--- src/rtl/regfile_wr_arbiter_pkg.sv ---
// Shared types for the register-file write-port arbiter: FSM state encodings
// and the hard-wired zero register constant.
package regfile_wr_arbiter_pkg;

  typedef enum logic [1:0] {
    ARB_IDLE  = 2'd0,
    ARB_WAIT  = 2'd1,
    ARB_FORCE = 2'd2
  } arb_state_e;

  localparam logic [4:0] REG_X0 = 5'd0;

  function automatic logic is_x0(input logic [4:0] addr);
    return addr == REG_X0;
  endfunction

endpackage

--- src/rtl/regfile_wr_arbiter_if.sv ---
// Bundle of WB, M-unit, issue, hazard-query and register-file signals around
// the write-port arbiter. Perf counter signals exist only with RFARB_PERF_CNT_EN.
interface regfile_wr_arbiter_if #(
  parameter int XLEN = 32
);
  logic            wb_en;
  logic [4:0]      wb_addr;
  logic [XLEN-1:0] wb_data;

  // M-unit handshake: a result transfers in any cycle where md_valid and
  // md_ready are both high; md_ready never depends on md_valid.
  logic            md_valid;
  logic            md_ready;
  logic [4:0]      md_addr;
  logic [XLEN-1:0] md_data;

  logic            issue_valid;
  logic [4:0]      issue_rd;
  logic [4:0]      rs1_addr;
  logic [4:0]      rs2_addr;
  logic            rs1_pending;
  logic            rs2_pending;

  logic            wb_hold;
  logic            reg_file_wr_en;
  logic [4:0]      reg_file_wr_addr;
  logic [XLEN-1:0] reg_file_wr_data;

  regfile_wr_arbiter_pkg::arb_state_e dbg_state;

`ifdef RFARB_PERF_CNT_EN
  logic [31:0]     perf_conflict_cnt;
  logic [31:0]     perf_hold_cnt;
`endif

  modport master (
`ifdef RFARB_PERF_CNT_EN
    input  perf_conflict_cnt, perf_hold_cnt,
`endif
    output wb_en, wb_addr, wb_data,
    output md_valid, md_addr, md_data,
    output issue_valid, issue_rd, rs1_addr, rs2_addr,
    input  md_ready, rs1_pending, rs2_pending, wb_hold,
    input  reg_file_wr_en, reg_file_wr_addr, reg_file_wr_data,
    input  dbg_state
  );

  modport slave (
`ifdef RFARB_PERF_CNT_EN
    output perf_conflict_cnt, perf_hold_cnt,
`endif
    input  wb_en, wb_addr, wb_data,
    input  md_valid, md_addr, md_data,
    input  issue_valid, issue_rd, rs1_addr, rs2_addr,
    output md_ready, rs1_pending, rs2_pending, wb_hold,
    output reg_file_wr_en, reg_file_wr_addr, reg_file_wr_data,
    output dbg_state
  );

endinterface

--- src/rtl/regfile_wr_arbiter_fifo.sv ---
// rfarb_fifo: small synchronous FIFO for deferred M-unit results. The caller
// never pushes when full nor pops when empty; DEPTH must be a power of two.
module rfarb_fifo #(
  parameter int DEPTH = 2,
  parameter int WIDTH = 37
) (
  input  logic                   clk,
  input  logic                   rst,
  input  logic                   push_i,
  input  logic                   pop_i,
  input  logic [WIDTH-1:0]       wdata_i,
  output logic [WIDTH-1:0]       head_o,
  output logic                   full_o,
  output logic                   empty_o,
  output logic [$clog2(DEPTH):0] count_o
);
  localparam int AW = $clog2(DEPTH);

  logic [WIDTH-1:0] mem_q [DEPTH];
  logic [AW-1:0]    rd_q;
  logic [AW-1:0]    wr_q;
  logic [AW:0]      cnt_q;

  always_ff @(posedge clk) begin
    if (push_i) mem_q[wr_q] <= wdata_i;
  end

  always_ff @(posedge clk or negedge rst) begin
    if (!rst) begin
      rd_q  <= '0;
      wr_q  <= '0;
      cnt_q <= '0;
    end else begin
      if (push_i) wr_q <= wr_q + 1'b1;
      if (pop_i)  rd_q <= rd_q + 1'b1;
      case ({push_i, pop_i})
        2'b10:   cnt_q <= cnt_q + 1'b1;
        2'b01:   cnt_q <= cnt_q - 1'b1;
        default: cnt_q <= cnt_q;
      endcase
    end
  end

  assign head_o  = mem_q[rd_q];
  assign full_o  = (cnt_q == (AW+1)'(DEPTH));
  assign empty_o = (cnt_q == '0);
  assign count_o = cnt_q;

endmodule

--- src/rtl/regfile_wr_arbiter.sv ---
// Register-file write-port arbiter: WB first, then buffered M results, then direct
// M pass-through; pending scoreboard and starvation FSM. Optional RFARB_PERF_CNT_EN.
module regfile_wr_arbiter
  import regfile_wr_arbiter_pkg::*;
#(
  parameter int XLEN       = 32,
  parameter int FIFO_DEPTH = 2,
  parameter int MAX_WAIT   = 4
) (
  input  logic                 clk,
  input  logic                 rst,
  regfile_wr_arbiter_if.slave  bus
);
  localparam int EW = 5 + XLEN;
  localparam int CW = $clog2(FIFO_DEPTH) + 1;
  localparam int WW = $clog2(MAX_WAIT + 1);

  logic            fifo_full, fifo_empty;
  logic [CW-1:0]   fifo_count;
  logic [EW-1:0]   fifo_head;
  logic [4:0]      head_addr;
  logic [XLEN-1:0] head_data;

  logic wb_act, md_acc, pop, direct, push, blocked, will_empty;

  logic [31:0] pending_q, pending_d;
  logic        clr_en;
  logic [4:0]  clr_addr;

  arb_state_e  state_q;
  logic [WW-1:0] wait_q;
  logic        hold_q;

  rfarb_fifo #(
    .DEPTH (FIFO_DEPTH),
    .WIDTH (EW)
  ) u_fifo (
    .clk     (clk),
    .rst     (rst),
    .push_i  (push),
    .pop_i   (pop),
    .wdata_i ({bus.md_addr, bus.md_data}),
    .head_o  (fifo_head),
    .full_o  (fifo_full),
    .empty_o (fifo_empty),
    .count_o (fifo_count)
  );

  assign {head_addr, head_data} = fifo_head;

  // A WB write to x0 is dropped, which leaves the port free for M results.
  assign wb_act     = bus.wb_en && !is_x0(bus.wb_addr);
  assign bus.md_ready = !fifo_full;
  assign md_acc     = bus.md_valid && !fifo_full;
  assign pop        = !wb_act && !fifo_empty;
  assign direct     = !wb_act && fifo_empty && md_acc;
  assign push       = md_acc && !direct;
  assign blocked    = wb_act && !fifo_empty;
  assign will_empty = pop && !push && (fifo_count == CW'(1));

  always_comb begin
    bus.reg_file_wr_en   = 1'b0;
    bus.reg_file_wr_addr = '0;
    bus.reg_file_wr_data = '0;
    if (wb_act) begin
      bus.reg_file_wr_en   = 1'b1;
      bus.reg_file_wr_addr = bus.wb_addr;
      bus.reg_file_wr_data = bus.wb_data;
    end else if (pop) begin
      bus.reg_file_wr_en   = !is_x0(head_addr);
      bus.reg_file_wr_addr = head_addr;
      bus.reg_file_wr_data = head_data;
    end else if (direct) begin
      bus.reg_file_wr_en   = !is_x0(bus.md_addr);
      bus.reg_file_wr_addr = bus.md_addr;
      bus.reg_file_wr_data = bus.md_data;
    end
  end

  // Set after clear so a same-cycle re-issue of the committing register wins.
  assign clr_en   = pop || direct;
  assign clr_addr = pop ? head_addr : bus.md_addr;

  always_comb begin
    pending_d = pending_q;
    if (clr_en)          pending_d[clr_addr]     = 1'b0;
    if (bus.issue_valid) pending_d[bus.issue_rd] = 1'b1;
    pending_d[REG_X0] = 1'b0;
  end

  always_ff @(posedge clk or negedge rst) begin
    if (!rst) pending_q <= '0;
    else      pending_q <= pending_d;
  end

  assign bus.rs1_pending = pending_q[bus.rs1_addr];
  assign bus.rs2_pending = pending_q[bus.rs2_addr];

  always_ff @(posedge clk or negedge rst) begin
    if (!rst) begin
      state_q <= ARB_IDLE;
      wait_q  <= '0;
      hold_q  <= 1'b0;
    end else begin
      case (state_q)
        ARB_IDLE: begin
          if (push) begin
            state_q <= ARB_WAIT;
            wait_q  <= '0;
          end
        end
        ARB_WAIT: begin
          if (will_empty) begin
            state_q <= ARB_IDLE;
            wait_q  <= '0;
          end else if (pop) begin
            wait_q <= '0;
          end else if (blocked) begin
            if (wait_q == WW'(MAX_WAIT - 1)) begin
              state_q <= ARB_FORCE;
              hold_q  <= 1'b1;
              wait_q  <= WW'(MAX_WAIT);
            end else begin
              wait_q <= wait_q + 1'b1;
            end
          end
        end
        ARB_FORCE: begin
          if (pop) begin
            state_q <= will_empty ? ARB_IDLE : ARB_WAIT;
            wait_q  <= '0;
            hold_q  <= 1'b0;
          end
        end
        default: begin
          state_q <= ARB_IDLE;
          wait_q  <= '0;
          hold_q  <= 1'b0;
        end
      endcase
    end
  end

  assign bus.wb_hold   = hold_q;
  assign bus.dbg_state = state_q;

`ifdef RFARB_PERF_CNT_EN
  logic [31:0] conflict_cnt_q, hold_cnt_q;

  always_ff @(posedge clk or negedge rst) begin
    if (!rst) begin
      conflict_cnt_q <= '0;
      hold_cnt_q     <= '0;
    end else begin
      if ((!fifo_empty || bus.md_valid) && wb_act && (conflict_cnt_q != '1))
        conflict_cnt_q <= conflict_cnt_q + 32'd1;
      if (hold_q && (hold_cnt_q != '1))
        hold_cnt_q <= hold_cnt_q + 32'd1;
    end
  end

  assign bus.perf_conflict_cnt = conflict_cnt_q;
  assign bus.perf_hold_cnt     = hold_cnt_q;
`endif

endmodule

--- src/flat_wrapper.sv ---
// flat-port wrapper written by rule: the top's interface ports become plain ports
module regfile_wr_arbiter_flat import regfile_wr_arbiter_pkg::*;
#(
  parameter int XLEN       = 32,
  parameter int FIFO_DEPTH = 2,
  parameter int MAX_WAIT   = 4
)
  (clk, rst, bus_wb_en, bus_wb_addr, bus_wb_data, bus_md_valid, bus_md_addr, bus_md_data, bus_issue_valid, bus_issue_rd, bus_rs1_addr, bus_rs2_addr, bus_md_ready, bus_rs1_pending, bus_rs2_pending, bus_wb_hold, bus_reg_file_wr_en, bus_reg_file_wr_addr, bus_reg_file_wr_data, bus_dbg_state);
  regfile_wr_arbiter_if #(.XLEN(XLEN)) bus_i ();
  input  logic clk;
  input  logic rst;
  input wire logic [$bits(bus_i.wb_en)-1:0] bus_wb_en;
  input wire logic [$bits(bus_i.wb_addr)-1:0] bus_wb_addr;
  input wire logic [$bits(bus_i.wb_data)-1:0] bus_wb_data;
  input wire logic [$bits(bus_i.md_valid)-1:0] bus_md_valid;
  input wire logic [$bits(bus_i.md_addr)-1:0] bus_md_addr;
  input wire logic [$bits(bus_i.md_data)-1:0] bus_md_data;
  input wire logic [$bits(bus_i.issue_valid)-1:0] bus_issue_valid;
  input wire logic [$bits(bus_i.issue_rd)-1:0] bus_issue_rd;
  input wire logic [$bits(bus_i.rs1_addr)-1:0] bus_rs1_addr;
  input wire logic [$bits(bus_i.rs2_addr)-1:0] bus_rs2_addr;
  output wire logic [$bits(bus_i.md_ready)-1:0] bus_md_ready;
  output wire logic [$bits(bus_i.rs1_pending)-1:0] bus_rs1_pending;
  output wire logic [$bits(bus_i.rs2_pending)-1:0] bus_rs2_pending;
  output wire logic [$bits(bus_i.wb_hold)-1:0] bus_wb_hold;
  output wire logic [$bits(bus_i.reg_file_wr_en)-1:0] bus_reg_file_wr_en;
  output wire logic [$bits(bus_i.reg_file_wr_addr)-1:0] bus_reg_file_wr_addr;
  output wire logic [$bits(bus_i.reg_file_wr_data)-1:0] bus_reg_file_wr_data;
  output wire logic [$bits(bus_i.dbg_state)-1:0] bus_dbg_state;
  assign bus_i.wb_en = bus_wb_en;
  assign bus_i.wb_addr = bus_wb_addr;
  assign bus_i.wb_data = bus_wb_data;
  assign bus_i.md_valid = bus_md_valid;
  assign bus_i.md_addr = bus_md_addr;
  assign bus_i.md_data = bus_md_data;
  assign bus_i.issue_valid = bus_issue_valid;
  assign bus_i.issue_rd = bus_issue_rd;
  assign bus_i.rs1_addr = bus_rs1_addr;
  assign bus_i.rs2_addr = bus_rs2_addr;
  assign bus_md_ready = bus_i.md_ready;
  assign bus_rs1_pending = bus_i.rs1_pending;
  assign bus_rs2_pending = bus_i.rs2_pending;
  assign bus_wb_hold = bus_i.wb_hold;
  assign bus_reg_file_wr_en = bus_i.reg_file_wr_en;
  assign bus_reg_file_wr_addr = bus_i.reg_file_wr_addr;
  assign bus_reg_file_wr_data = bus_i.reg_file_wr_data;
  assign bus_dbg_state = bus_i.dbg_state;
  regfile_wr_arbiter #(.XLEN(XLEN), .FIFO_DEPTH(FIFO_DEPTH), .MAX_WAIT(MAX_WAIT)) u_core (.clk(clk), .rst(rst), .bus(bus_i));
endmodule
--- config.mk ---
export PLATFORM = sky130hd
export DESIGN_NAME = regfile_wr_arbiter_flat
export DESIGN_NICKNAME = d
export VERILOG_FILES = /design/src/rtl/regfile_wr_arbiter_pkg.sv /design/src/rtl/regfile_wr_arbiter_if.sv /design/src/rtl/regfile_wr_arbiter_fifo.sv /design/src/rtl/regfile_wr_arbiter.sv /design/src/flat_wrapper.sv
export SDC_FILE = /design/constraint.sdc
export NUM_CORES = 1
export LEC_CHECK = 0
export CAP_MARGIN = 20
export CELL_PAD_IN_SITES_DETAIL_PLACEMENT = 0
export CELL_PAD_IN_SITES_GLOBAL_PLACEMENT = 1
export CORE_MARGIN = 10
export CORE_UTILIZATION = 35
export DETAILED_ROUTE_END_ITERATION = 10
export PLACE_DENSITY = 0.79
export SETUP_SLACK_MARGIN = 0.1
export SLEW_MARGIN = 15
export SYNTH_ARGS = -nofsm -noshare
export SYNTH_HDL_FRONTEND = slang
export SYNTH_SLANG_ARGS = --single-unit
export TNS_END_PERCENT = 50
--- constraint.sdc ---
create_clock -name clk -period 7.9 [get_ports clk]
set_input_delay 1.58 -clock clk [delete_from_list [all_inputs] [get_ports clk]]
set_output_delay 1.58 -clock clk [all_outputs]
set_load 0.02 [all_outputs]
* After elaboration in Yosys (flattened, before gate mapping)
Memory sizes are Yosys's and may differ from the RTL's.
Index checks and enable logic that the tools add are counted.
** Cells by class
- Reductions and logical operators :: 29
- Eq/ne operators :: 17
- $add $sub $neg :: 5
- Multiplexer cells :: 44
- Bitwise logic cells :: 4
- Order comparisons :: 6
** Operators with widths (count)
- $mux W32 :: 5
- $and A32 B32 Y32 :: 1
- $not A32 Y32 :: 1
- $or A32 B32 Y32 :: 1
- $lt A5 B6 Y1 const B :: 4
- $mux W5 :: 4
- $mux W3 :: 6
- $logic_not A5 Y1 :: 3
- $mux W1 :: 15
- $mux W2 :: 6
- $logic_and A1 B1 Y1 :: 11
- $bmux W1 S5 :: 2
- $demux W1 S5 :: 2
- $ge A5 B1 Y1 const B :: 2
- $pmux W3 S3 :: 1
- $logic_not A1 Y1 :: 8
- $ne A2 B1 Y1 const B :: 4
- $eq A2 B1 Y1 const B :: 3
- $eq A2 B2 Y1 const B :: 3
- $ne A3 B1 Y1 const B :: 2
- $pmux W2 S3 :: 1
- $reduce_and A6 Y1 :: 1
- $reduce_and A5 Y1 :: 1
- $logic_not A2 Y1 :: 2
- 14 further kinds :: 16
** Word-level totals
- Memories kept :: 1
- Bits in writable memories :: 74
- Logic and storage cells :: 113
- Bits in registers :: 41
- Output and inout bits :: 44
** Memories
- u_core.u_fifo.mem_q :: depth 2, bits a word 37, rd ports 1, clocked after Yosys merged registers in 0, write ports 1, RTL line regfile_wr_arbiter_fifo.sv:19 : logic [WIDTH-1:0] mem_q [DEPTH];

* Longest topological paths before layout
Gate-level depths: netlist of the first run.
- Depth in word-level cells :: 15
- Gate-level depth with buffers :: 11

* By module
A second synthesis of the first run with hierarchy kept.
** Unflattened totals
- Cells, all modules :: 545
- Area, all modules :: 6381.1 µm²
** Modules (own cells, without submodules)
- regfile_wr_arbiter :: seq. area each 925.9 µm², cells each 414, instances 1, area each 3444.6 µm²
- rfarb_fifo :: seq. area each 2322.2 µm², cells each 131, instances 1, area each 2936.6 µm²

* Worst setup path before layout of the first run
No wires, ideal clock.
- Kind :: input to output
- From :: input bus_rs1_addr[0]
- To :: output bus_rs1_pending
- Slack :: 3.221 ns
- Data arrival time :: 3.099 ns
- Stages on the path :: 4
- Cells stage by stage :: buf_2 mux4_2 mux4_2 mux2_2
** Between the ends
- Word-level cells in the longest chain between the ends :: 2
** Ends and longest elaborated chain
- start, declared :: RTL line flat_wrapper.sv:20 : input wire logic [$bits(bus_i.rs1_addr)-1:0] bus_rs1_addr;
- $bmux W1 S5 :: RTL line regfile_wr_arbiter.sv:96 : assign bus.rs1_pending = pending_q[bus.rs1_addr];
- $mux W1 (implied by the code) :: RTL line regfile_wr_arbiter.sv:96
- end, declared :: RTL line flat_wrapper.sv:23 : output wire logic [$bits(bus_i.rs1_pending)-1:0] bus_rs1_pending;
No other way between the ends. The select of a mux whose other input is x is not followed.

* Final worst setup path of the first run
- From :: input bus_wb_addr[3]
- To :: output bus_reg_file_wr_data[3]
** Between the ends
- Word-level cells in the longest chain between the ends :: 9
- Elaborated cells on any way between the ends :: 10
- Classes of those cells :: 3 x mux; 7 x reduce/logical
** Ends and longest elaborated chain
- start, declared :: RTL line flat_wrapper.sv:13 : input wire logic [$bits(bus_i.wb_addr)-1:0] bus_wb_addr;
- $logic_not A5 Y1 * :: RTL line regfile_wr_arbiter_pkg.sv:14 : return addr == REG_X0;
- $logic_not A1 Y1 * :: RTL line regfile_wr_arbiter.sv:52 : assign wb_act = bus.wb_en && !is_x0(bus.wb_addr);
- $logic_and A1 B1 Y1 * :: RTL line regfile_wr_arbiter.sv:52
- $logic_not A1 Y1 :: RTL line regfile_wr_arbiter.sv:55, regfile_wr_arbiter.sv:56
- $logic_and A1 B1 Y1 (2 in a row) :: RTL line regfile_wr_arbiter.sv:56 : assign direct = !wb_act && fifo_empty && md_acc;
- $mux W32 :: RTL line regfile_wr_arbiter.sv:73 : end else if (direct) begin
- $mux W32 :: RTL line regfile_wr_arbiter.sv:69 : end else if (pop) begin
- $mux W32 * :: RTL line regfile_wr_arbiter.sv:65 : if (wb_act) begin
- end, declared :: RTL line flat_wrapper.sv:28 : output wire logic [$bits(bus_i.reg_file_wr_data)-1:0] bus_reg_file_wr_data;
Mark *: on every way between the ends. The rest lies on a longest branch, timed or not.

==> results of run 1 <==
cell usage in the layout (no fill, tap or decap), types with 2 or more instances in the layout:
cell type,instances
clkdlybuf4s50_1,136
nor2_1,84
nand2_1,83
a21oi_1,75
edfxtp_1,74
mux2i_1,49
dfrtp_1,40
o31ai_1,32
mux4_2,18
clkbuf_16,17
mux2_2,11
inv_1,9
nor2b_1,9
nor3_1,7
ha_1,7
inv_6,6
buf_4,6
nand2b_1,4
and3b_1,4
nor3b_1,4
inv_8,4
and3_1,3
a22oi_1,3
xnor2_1,3
and2_1,2
nand3_1,2
nand3b_1,2
o32ai_1,2
a221o_1,2
clkinvlp_4,2
clkinv_4,2
sequential cells by signal, indices dropped and copies added, names as in the netlist:
| name | cells |
|---|---|
| u_core.bus.dbg_state | 2 |
| u_core.bus.wb_hold | 1 |
| u_core.pending_q | 31 |
| u_core.u_fifo.count_o | 2 |
| u_core.u_fifo.mem_q | 74 |
| u_core.u_fifo.rd_q | 1 |
| u_core.u_fifo.wr_q | 1 |
| u_core.wait_q | 3 |
power by group:
part,switching (mW),total (mW),internal (mW)
combinational,0.698,1.27,0.567
clock,0.309,0.756,0.447
sequential,0.113,0.962,0.848
cell families after synthesis:
family	Yosys count
and+or+nand+nor	209
AOI/OAI and AO/OA	126
DFF	115
muxes	79
buffers and inverters	42
adders and majority gates	7
xor gates and xnor gates	3
final cells by class:
class	instances	area, sq um	share of cell area (%)
Multi-Input combinational cell	424	2840	33.7
Tap cell	225	282	3.34
Clock buffer	17	425	5.05
Sequential cell	115	3250	38.6
Inverter	9	33.8	0.401
Timing Repair Buffer	144	1440	17.1
Clock inverter	15	160	1.90
how the worst max path moves through the flow:
stage                         start                 endpoint  slack, ns  cells past startpoint
finish               bus_wb_addr[3]  bus_reg_file_wr_data[3]       1.86                      7
global route         bus_wb_addr[3]  bus_reg_file_wr_data[3]       1.67                      7
CTS                  bus_wb_addr[3]  bus_reg_file_wr_data[3]       1.88                      7
detailed placement   bus_wb_addr[3]  bus_reg_file_wr_data[3]       1.88                      7
global placement     bus_wb_addr[3]  bus_reg_file_wr_addr[1]       1.99                      7
floorplan           bus_rs1_addr[0]          bus_rs1_pending       3.22                      4
through the flow:
stage	setup WS (ns)	total power, mW	hold slack [ns]
after floorplan	3.22	1.78	0.460
after global placement	1.99	2.20	0.489
after CTS	1.88	3.00	0.518
final	1.86	2.98	0.517
after detailed placement	1.88	2.23	0.504
after global routing	1.67	3.17	0.526
critical path, cell delays in order:
cell	delay, ns
clkdlybuf4s50_1	0.43
nor3_1	0.36
a21bo_2	0.80
buf_4	0.40
nor2_1	0.08
a21oi_1	0.14
clkdlybuf4s50_1	0.65
routing by layer:
| metal | vias up | wire (microns) |
|---|---|---|
| met1 | 2387 | 7460 |
| met3 | 14 | 1090 |
| met2 | 160 | 8650 |
| li1 | 2402 | - |
| met4 | 0 | 189 |
| met5 | - | 0 |
==> results by group, run 1 <==
Run status
  – Status: finished clean

Synthesis
  – Post-synth ARST share: 35.7%
  – Synthesized area: 6240 sq um
  – Yosys reg bits: 115
  – Main combinational cell family by area after synthesis: multiplexers
  – Most common cell in the netlist: nor2_1
  – EDFF count, synth: 74
  – Most used DFF post-synth: edfxtp_1
  – Compound-cell area share of the yosys netlist: 12.4%
  – Post-Synthesis Cells: 581
  – Leading area contributor after synthesis: edfxtp_1
  – Yosys cell types: 44
  – Synthesized area per cell: 10.7 sq um
  – Syn_nets: 682
  – Multiplexer area fraction after synthesis: 16.6%
  – Synth Area in Simple Gates: 14.4%
  – Share of the synthesized area in the top cell type: 35.6%
  – Most area-consuming cells after synthesis: edfxtp_1 36%, dfrtp_1 16%, mux2i_1 7.9%
  – Top cell types by occurrence after synthesis: 85 x nor2_1, 83 x nand2_1, 75 x a21oi_1
  – Post-synthesis xor/xnor area fraction: 0.421%
  – Adder-cell share of the synthesized area: 1.40%
  – Seq/Total Area, Yosys: 52.0%
  – Synth warnings: 0

CTS
  – Worst skew pair latency: 0.42 ns
  – Max Buffers Root-to-Sink: 2
  – Clock sink total: 115
  – Hold_buf cts: 0
  – Root buffer cell: clkbuf_16
  – H-tree levels: 4
  – CTS-repair resized insts: 0
  – CTS Buf Count: 17
  – Post-CTS Setup Inserts: 0
  – CTS tree: done
  – Reg clk slew, reported paths: 0.06 ns

Detailed routing
  – Routed len/inst: 18.3 microns
  – ANT nets after route: 0
  – First drt pass iteration count: 5
  – DRC: 0
  – Via Count: 4963
  – Wirelength, routed: 17.4 mm
  – Vias per std cell: 5.23
  – DRT iter0 DRCs: 428

Setup path
  – R2r worst-path depth: 9
  – Critical Path AT: 4.46 ns
  – Crit-path max FO: 50
  – Required time worst endpoint: 6.32 ns
  – R2r startpoint: u_core.u_fifo.count_o[0]
  – Reg2reg setup slack: 4.87 ns
  – Worst r2r dst: u_core.wait_q[0]
  – CP Class: in -> out
  – Critical path capture point type: primary output
  – Crit path launch type: input port

Floorplan
  – Core Rows: 48
  – Initial Util: 35.9%
  – Total die area: 23600 sq um
  – Die width: 154 microns
  – Core box area: 17400 sq um
  – Die Y: 154 microns
  – I/O pins: 138

Power
  – Power Dens Cells: 354 nW/um^2
  – Peak supply drop: 150 uV
  – Static Leak: 3.28 nW

Worst hold path
  – Worst Hold Class: reg -> reg
  – Worst hold stages: 1
  – Hold path start: u_core.wait_q[2]
  – Hold endpoint: u_core.wait_q[2]

Timing
  – Setup violators final: 0
  – Final Hold Fails: 0
  – Slew @ Worst Pin: 0.947 ns
  – Worst clock skew: 0.0107 ns
  – RSZ-0062 raised after global routing: no
  – F_max: 166 MHz
  – Count of pins over their slew limit: 0
  – Setup_tns: 0 ns
  – Fin crit share: 76.5%
  – Min Tclk post-route: 6.04 ns
  – Max transition margin: 36.8%

Flow run
  – Max-cap violations: 0

Global routing
  – Most crowded layer after global routing: met2
  – M1 GR Usage: 18.3%
  – Met2 usage: 24.0%
  – First-pass GRT wire length: 28.2 mm
  – Met3 global-route usage: 4.63%
  – Remaining Overflow, GRT: 0
  – Vias in the first global route: 5234
  – Total track usage: 14.7%
  – Initial antenna violation count: 0
  – Largest net degree at the start of global routing: 51

Finish
  – N_diodes: 0
  – Area growth syn-to-layout: 34.9%
  – Finished Cell Area: 8420 sq um
  – # fillers: 1566
  – Post-Layout Cell Count: 949
  – Final nets: 812
  – Share of layout cells above drive strength 1: 10.6%
  – Util after Layout: 48.4%

Place
  – Placed cell area: 7810 sq um
  – Placed cell count: 916
  – GP Congestion: 0.820
  – Port bufs: 137
  – DP HPWL: 12.6 mm
No activity file was read; power rests on OpenSTA's default activity.
==> inputs of run 2 (changes only) <==
==> constraint.sdc (replaced) <==
create_clock -name clk -period 5.8 [get_ports clk]
set_input_delay 1.16 -clock clk [delete_from_list [all_inputs] [get_ports clk]]
set_output_delay 1.16 -clock clk [all_outputs]
set_load 0.02 [all_outputs]
==> run 2 against run 1 <==
Effect of this change:
- non-clock buffer count unchanged
- register-to-register slack lost 2.3 ns
- largest cell class unchanged
- total power rose by 35%
- clock skew shrank 0.0050 ns
- clock power grew 30%
- die area is the same
==> results by group, run 2 (synthesized netlist as in run 1, its figures left out) <==
Floorplan
  – Die Y: 154 microns (unchanged)
  – Die width: 154 microns (unchanged)
  – I/O pins: 138 (unchanged)
  – Core box area: 17400 sq um (unchanged)
  – Total die area: 23600 sq um (unchanged)
  – Initial Util: 35.9% (unchanged)
  – Core Rows: 48 (unchanged)

Finish
  – Final nets: 812 (unchanged)
  – Finished Cell Area: 8400 sq um (-0.28%)
  – Commonest non-fill, non-tap cell in the layout: clkdlybuf4s50_1
  – Most frequent cells in the layout: 136 x clkdlybuf4s50_1, 84 x nor2_1, 83 x nand2_1
  – Biggest regs: u_core.u_fifo.mem_q x74, u_core.pending_q x31, u_core.wait_q x3
  – # fillers: 1612 (+2.9%)
  – N_diodes: 0 (unchanged)
  – Largest Register: u_core.u_fifo.mem_q
  – Max FFs per register: 74 (unchanged)
  – Area growth syn-to-layout: 34.5%
  – Share of layout cells above drive strength 1: 10.2% (-0.41 points)

Timing
  – Setup violators final: 0 (unchanged)
  – Worst clock skew: 0.00568 ns (-0.00499 ns)
  – F_max: 200 MHz
  – Fin crit share: 86.2%
  – Max transition margin: 26.0% (-11 points)
  – Final Hold Fails: 0 (unchanged)
  – Count of pins over their slew limit: 0 (unchanged)
  – RSZ-0062 raised after global routing: no
  – Slew @ Worst Pin: 1.11 ns (+0.161 ns)
  – Setup_tns: 0 ns (unchanged)
  – Min Tclk post-route: 5.00 ns

Detailed routing
  – Wirelength, routed: 17.9 mm (+2.7%)
  – ANT nets after route: 0 (unchanged)
  – First drt pass iteration count: 5 (unchanged)
  – Vias per std cell: 5.30 (+1.4%)
  – Via Count: 5033 (+1.4%)
  – DRT iter0 DRCs: 413 (-3.5%)
  – Routed len/inst: 18.8 microns (+2.7%)
  – DRC: 0 (unchanged)

Setup path
  – Critical path's top delay family: buffers and inverters
  – Required time worst endpoint: 4.64 ns (-1.68 ns)
  – Critical Path AT: 3.84 ns (-0.62 ns)
  – WP buf/inv: 2 (-1)
  – Reg2reg setup slack: 2.60 ns (-2.27 ns)
  – Crit-path cells: clkdlybuf4s50_1 > mux4_2 > mux4_2 > mux2_2 > clkdlybuf4s50_1
  – Crit path launch type: input port
  – CP Class: in -> out
  – Crit-path max FO: 9 (-82%)
  – Crit path max-delay cell type: clkdlybuf4s50_1
  – CP peak stage delay: 0.80 ns (about the same)
  – Critical path capture point type: primary output

Global routing
  – Initial antenna violation count: 0 (unchanged)
  – First-pass GRT wire length: 28.1 mm (-0.22%)
  – Largest net degree at the start of global routing: 65 (+27%)
  – Remaining Overflow, GRT: 0 (unchanged)
  – Vias in the first global route: 5172 (-1.2%)
  – Total track usage: 14.8% (+0.044 points)

Place
  – Port bufs: 137 (unchanged)
  – Placed cell area: 7810 sq um (about the same)
  – DP HPWL: 13.1 mm (+4.2%)
  – GP Congestion: 0.845 (+3.0%)

CTS
  – CTS-repair resized insts: 0 (unchanged)
  – Hold_buf cts: 0 (unchanged)
  – Worst skew pair latency: 0.42 ns (about the same)
  – Reg clk slew, reported paths: 0.05 ns (about the same)
  – CTS tree: done
  – H-tree levels: 4 (unchanged)
  – Post-CTS Setup Inserts: 0 (unchanged)
  – Clock sink total: 115 (unchanged)
  – Max Buffers Root-to-Sink: 2 (unchanged)
  – CTS Buf Count: 17 (unchanged)
  – Root buffer cell: clkbuf_16

Run status
  – Status: finished clean

Power
  – Power Dens Cells: 481 nW/um^2 (+36%)
  – Peak supply drop: 282 uV (+88%)
  – Static Leak: 3.25 nW (-0.76%)

Flow run
  – Max-cap violations: 0 (unchanged)

Worst hold path
  – Worst Hold Class: reg -> reg
-- run 2: cell count changes in the layout (fill, tap and decap cells not counted), sizes merged --
cell	before	now
inv	19	12
clkinv	2	6
clkinvlp	2	5
-- run 2: layout make-up --
type / count / area (sq um) / area share (%)
well taps: 225 / 282 / 3.35
multi-input cells: 424 / 2830 / 33.7
inverters: 9 / 33.8 / 0.402
flip-flops and latches: 115 / 3250 / 38.7
clock buffers: 17 / 425 / 5.06
repair buffers: 144 / 1440 / 17.2
clock inverters: 15 / 135 / 1.61
-- run 2: routing by layer --
metal,track usage (%),part of all wire [%]
met5,0,0
met1,17.7,42
met3,4.30,6.4
met4,5.89,2.0
met2,24.3,50
-- run 2: report_power, final --
| part | switching [mW] | internal, mW | total (mW) |
|---|---|---|---|
| clock network | 0.393 | 0.590 | 0.983 |
| logic | 0.932 | 0.773 | 1.71 |
| registers | 0.194 | 1.16 | 1.35 |
-- run 2: final timing paths --
path,cells past startpoint,startpoint,endpoint
worst max register to register,8,u_core.u_fifo.count_o[0],u_core.pending_q[17]
min in group asynchronous,1,rst,u_core.wait_q[1]
worst max-delay path,5,bus_rs1_addr[0],bus_rs1_pending
max in group asynchronous,1,rst,u_core.u_fifo.rd_q
worst min register to register,1,u_core.wait_q[2],u_core.wait_q[2]
worst min-delay path,1,u_core.wait_q[2],u_core.wait_q[2]
-- run 2: through the flow --
stage                     utilization, %  total power, mW  cells  hold slack (ns)  worst slack (ns)
final                               48.2             4.04    949            0.528             0.800
after global placement              44.9             3.00    915            0.487             0.846
after floorplan                        -             2.43    581            0.460              1.96
after global routing                48.2             4.27    949            0.543             0.690
after CTS                           48.1             4.05    947            0.535             0.786
after detailed placement            44.9             3.06    915            0.523             0.792
-- run 2: worst reg2reg max path, stage by stage, from the launching register on --
cell	delay, ns
dfrtp_1	0.41
inv_1	0.12
ha_1	0.59
inv_1	0.28
a31oi_2	0.40
buf_4	0.35
mux2i_1	0.72
o31ai_1	0.16
nand2_1	0.10
==> inputs of run 3 (changes only) <==
--- a/config.mk
+++ b/config.mk
@@ -11,8 +11,9 @@
 export CORE_MARGIN = 10
 export CORE_UTILIZATION = 35
 export DETAILED_ROUTE_END_ITERATION = 10
-export PLACE_DENSITY = 0.79
+export PLACE_DENSITY = 0.81
 export SETUP_SLACK_MARGIN = 0.1
+export SKIP_LAST_GASP = 1
 export SLEW_MARGIN = 15
 export SYNTH_ARGS = -nofsm -noshare
 export SYNTH_HDL_FRONTEND = slang
==> constraint.sdc (replaced) <==
create_clock -name clk -period 4.5 [get_ports clk]
set_input_delay 0.9 -clock clk [delete_from_list [all_inputs] [get_ports clk]]
set_output_delay 0.9 -clock clk [all_outputs]
set_load 0.02 [all_outputs]
==> run 3 against run 2 <==
Effect of this change:
- global-route usage up 0.093 points
- count of clock-buffer cells in the layout unchanged
- setup slack worse by 0.58 ns
- non-clock buffer count up 4
- register-to-register slack worse by 1.2 ns
- critical endpoint unchanged
==> results by group, run 3 (synthesized netlist as in run 1, its figures left out) <==
Run status
  – Status: finished clean

Place
  – Port bufs: 137 (unchanged)
  – DP HPWL: 13.2 mm (+1.2%)
  – GP Congestion: 0.850 (+0.64%)
  – Placed cell area: 7860 sq um (+0.58%)
  – Placed cell count: 921 (+0.66%)

CTS
  – Clock sink total: 115 (unchanged)
  – Hold_buf cts: 0 (unchanged)
  – Reg clk slew, reported paths: 0.05 ns (about the same)
  – CTS tree: done
  – Max Buffers Root-to-Sink: 2 (unchanged)
  – Worst skew pair latency: 0.41 ns (about the same)
  – H-tree levels: 4 (unchanged)
  – CTS-repair resized insts: 0 (unchanged)
  – Post-CTS Setup Inserts: 0 (unchanged)
  – CTS Buf Count: 17 (unchanged)
  – Root buffer cell: clkbuf_16

Setup path
  – Critical Path AT: 3.38 ns (-0.46 ns)
  – CP Class: in -> out
  – Reg2reg setup slack: 1.36 ns (-1.24 ns)
  – Critical path capture point type: primary output
  – Crit-path max FO: 9 (unchanged)
  – Crit path launch type: input port
  – WP buf/inv: 3 (+1)
  – R2r startpoint: u_core.u_fifo.count_o[0]
  – Worst r2r dst: u_core.pending_q[6]
  – R2r worst-path depth: 9 (+1)
  – Critical path's top delay family: multiplexers
  – Crit path max-delay cell type: clkdlybuf4s50_1
  – Required time worst endpoint: 3.60 ns (-1.04 ns)
  – Crit-path cells: clkdlybuf4s50_1 > buf_4 > mux4_2 > mux4_2 > mux2_2 > clkdlybuf4s50_1
  – CP peak stage delay: 0.55 ns (-0.25 ns)

Floorplan
  – Core Rows: 48 (unchanged)
  – Core box area: 17400 sq um (unchanged)
  – I/O pins: 138 (unchanged)
  – Die width: 154 microns (unchanged)
  – Total die area: 23600 sq um (unchanged)
  – Die Y: 154 microns (unchanged)
  – Initial Util: 35.9% (unchanged)

Power
  – Peak supply drop: 293 uV (+4.0%)
  – Power Dens Cells: 627 nW/um^2 (+31%)
  – Static Leak: 3.29 nW (+1.2%)

Detailed routing
  – First drt pass iteration count: 5 (unchanged)
  – Routed len/inst: 18.9 microns (+0.29%)
  – ANT nets after route: 0 (unchanged)
  – Via Count: 5060 (+0.54%)
  – Wirelength, routed: 18.0 mm (+0.71%)
  – Vias per std cell: 5.31 (+0.11%)
  – DRT iter0 DRCs: 353 (-15%)
  – DRC: 0 (unchanged)

Global routing
  – Remaining Overflow, GRT: 0 (unchanged)
  – Vias in the first global route: 5201 (+0.56%)
  – First-pass GRT wire length: 28.5 mm (+1.4%)
  – Initial antenna violation count: 0 (unchanged)
  – Largest net degree at the start of global routing: 65 (unchanged)
  – Total track usage: 14.8% (+0.093 points)

Worst hold path
  – Worst hold stages: 1 (unchanged)
  – Hold endpoint: u_core.wait_q[2]
  – Hold path start: u_core.wait_q[2]
  – Worst Hold Class: reg -> reg

Finish
  – Share of layout cells above drive strength 1: 10.9% (+0.63 points)
  – N_diodes: 0 (unchanged)
  – Commonest non-fill, non-tap cell in the layout: clkdlybuf4s50_1
  – Max FFs per register: 74 (unchanged)
  – Area growth syn-to-layout: 35.6%
  – Util after Layout: 48.6% (+0.38 points)
  – Largest Register: u_core.u_fifo.mem_q
  – Final nets: 816 (+0.49%)
  – Post-Layout Cell Count: 953 (+0.42%)
  – Biggest regs: u_core.u_fifo.mem_q x74, u_core.pending_q x31, u_core.wait_q x3
  – Most frequent cells in the layout: 136 x clkdlybuf4s50_1, 84 x nor2_1, 83 x nand2_1
  – Finished Cell Area: 8470 sq um (+0.79%)

Timing
  – Setup_tns: 0 ns (unchanged)
  – Count of pins over their slew limit: 0 (unchanged)
  – Worst clock skew: 0.0113 ns (+0.00560 ns)
  – Setup violators final: 0 (unchanged)
  – F_max: 234 MHz
  – Min Tclk post-route: 4.28 ns
  – RSZ-0062 raised after global routing: no
  – Slew @ Worst Pin: 1.12 ns (+0.0141 ns)
  – Max transition margin: 25.0% (-0.95 points)
  – Final Hold Fails: 0 (unchanged)
  – Fin crit share: 95.1%

Flow run
  – Max-cap violations: 0 (unchanged)
## run 3: per-layer routing
| layer | wire [microns] | GRT usage, % | part of all wire (%) |
|---|---|---|---|
| met1 | 7480 | 17.7 | 42 |
| met2 | 9160 | 24.9 | 51 |
| met3 | 1060 | 4.38 | 5.9 |
| met4 | 281 | 5.26 | 1.6 |
| met5 | 0 | 0 | 0 |
## run 3: worst register-to-register path, cell delays in order, from the launching register on
cell	delay [ns]
dfrtp_1	0.41
inv_1	0.11
ha_1	0.65
inv_1	0.28
a31oi_2	0.20
buf_4	0.18
buf_4	0.27
mux2i_1	0.69
o31ai_1	0.17
nand2_1	0.11
## run 3: worst max path at each step
stage,start,endpoint,cells after the start
global placement,bus_rs2_addr[0],bus_rs2_pending,6
global route,u_core.u_fifo.count_o[0],bus_reg_file_wr_data[26],7
finish,bus_rs1_addr[0],bus_rs1_pending,6
floorplan,u_core.u_fifo.count_o[0],u_core.u_fifo.mem_q[0][0],7
CTS,bus_rs1_addr[0],bus_rs1_pending,6
detailed placement,bus_rs1_addr[0],bus_rs1_pending,6
## run 3: area by class of cell
class / count / area [sq um]
clock inverters: 15 / 180
flip-flops and latches: 115 / 3250
fillers: 1590 / 8950
repair buffers: 148 / 1460
well taps: 225 / 282
inverters: 9 / 33.8
multi-input cells: 424 / 2840
clock buffers: 17 / 425
## run 3: where the power goes
group	internal [mW]	switching [mW]	total, mW
registers	1.49	0.269	1.76
clock network	0.873	0.503	1.38
logic	0.994	1.18	2.18
total	3.36	1.95	5.31
## run 3: through the flow
| stage | setup slack, ns | total power, mW | hold WS [ns] |
|---|---|---|---|
| CTS | 0.202 | 5.34 | 0.513 |
| global route | 0.133 | 5.62 | 0.541 |
| global placement | 0.263 | 3.87 | 0.490 |
| detailed placement | 0.206 | 3.95 | 0.502 |
| floorplan | 1.12 | 3.13 | 0.460 |
| finish | 0.223 | 5.31 | 0.511 |
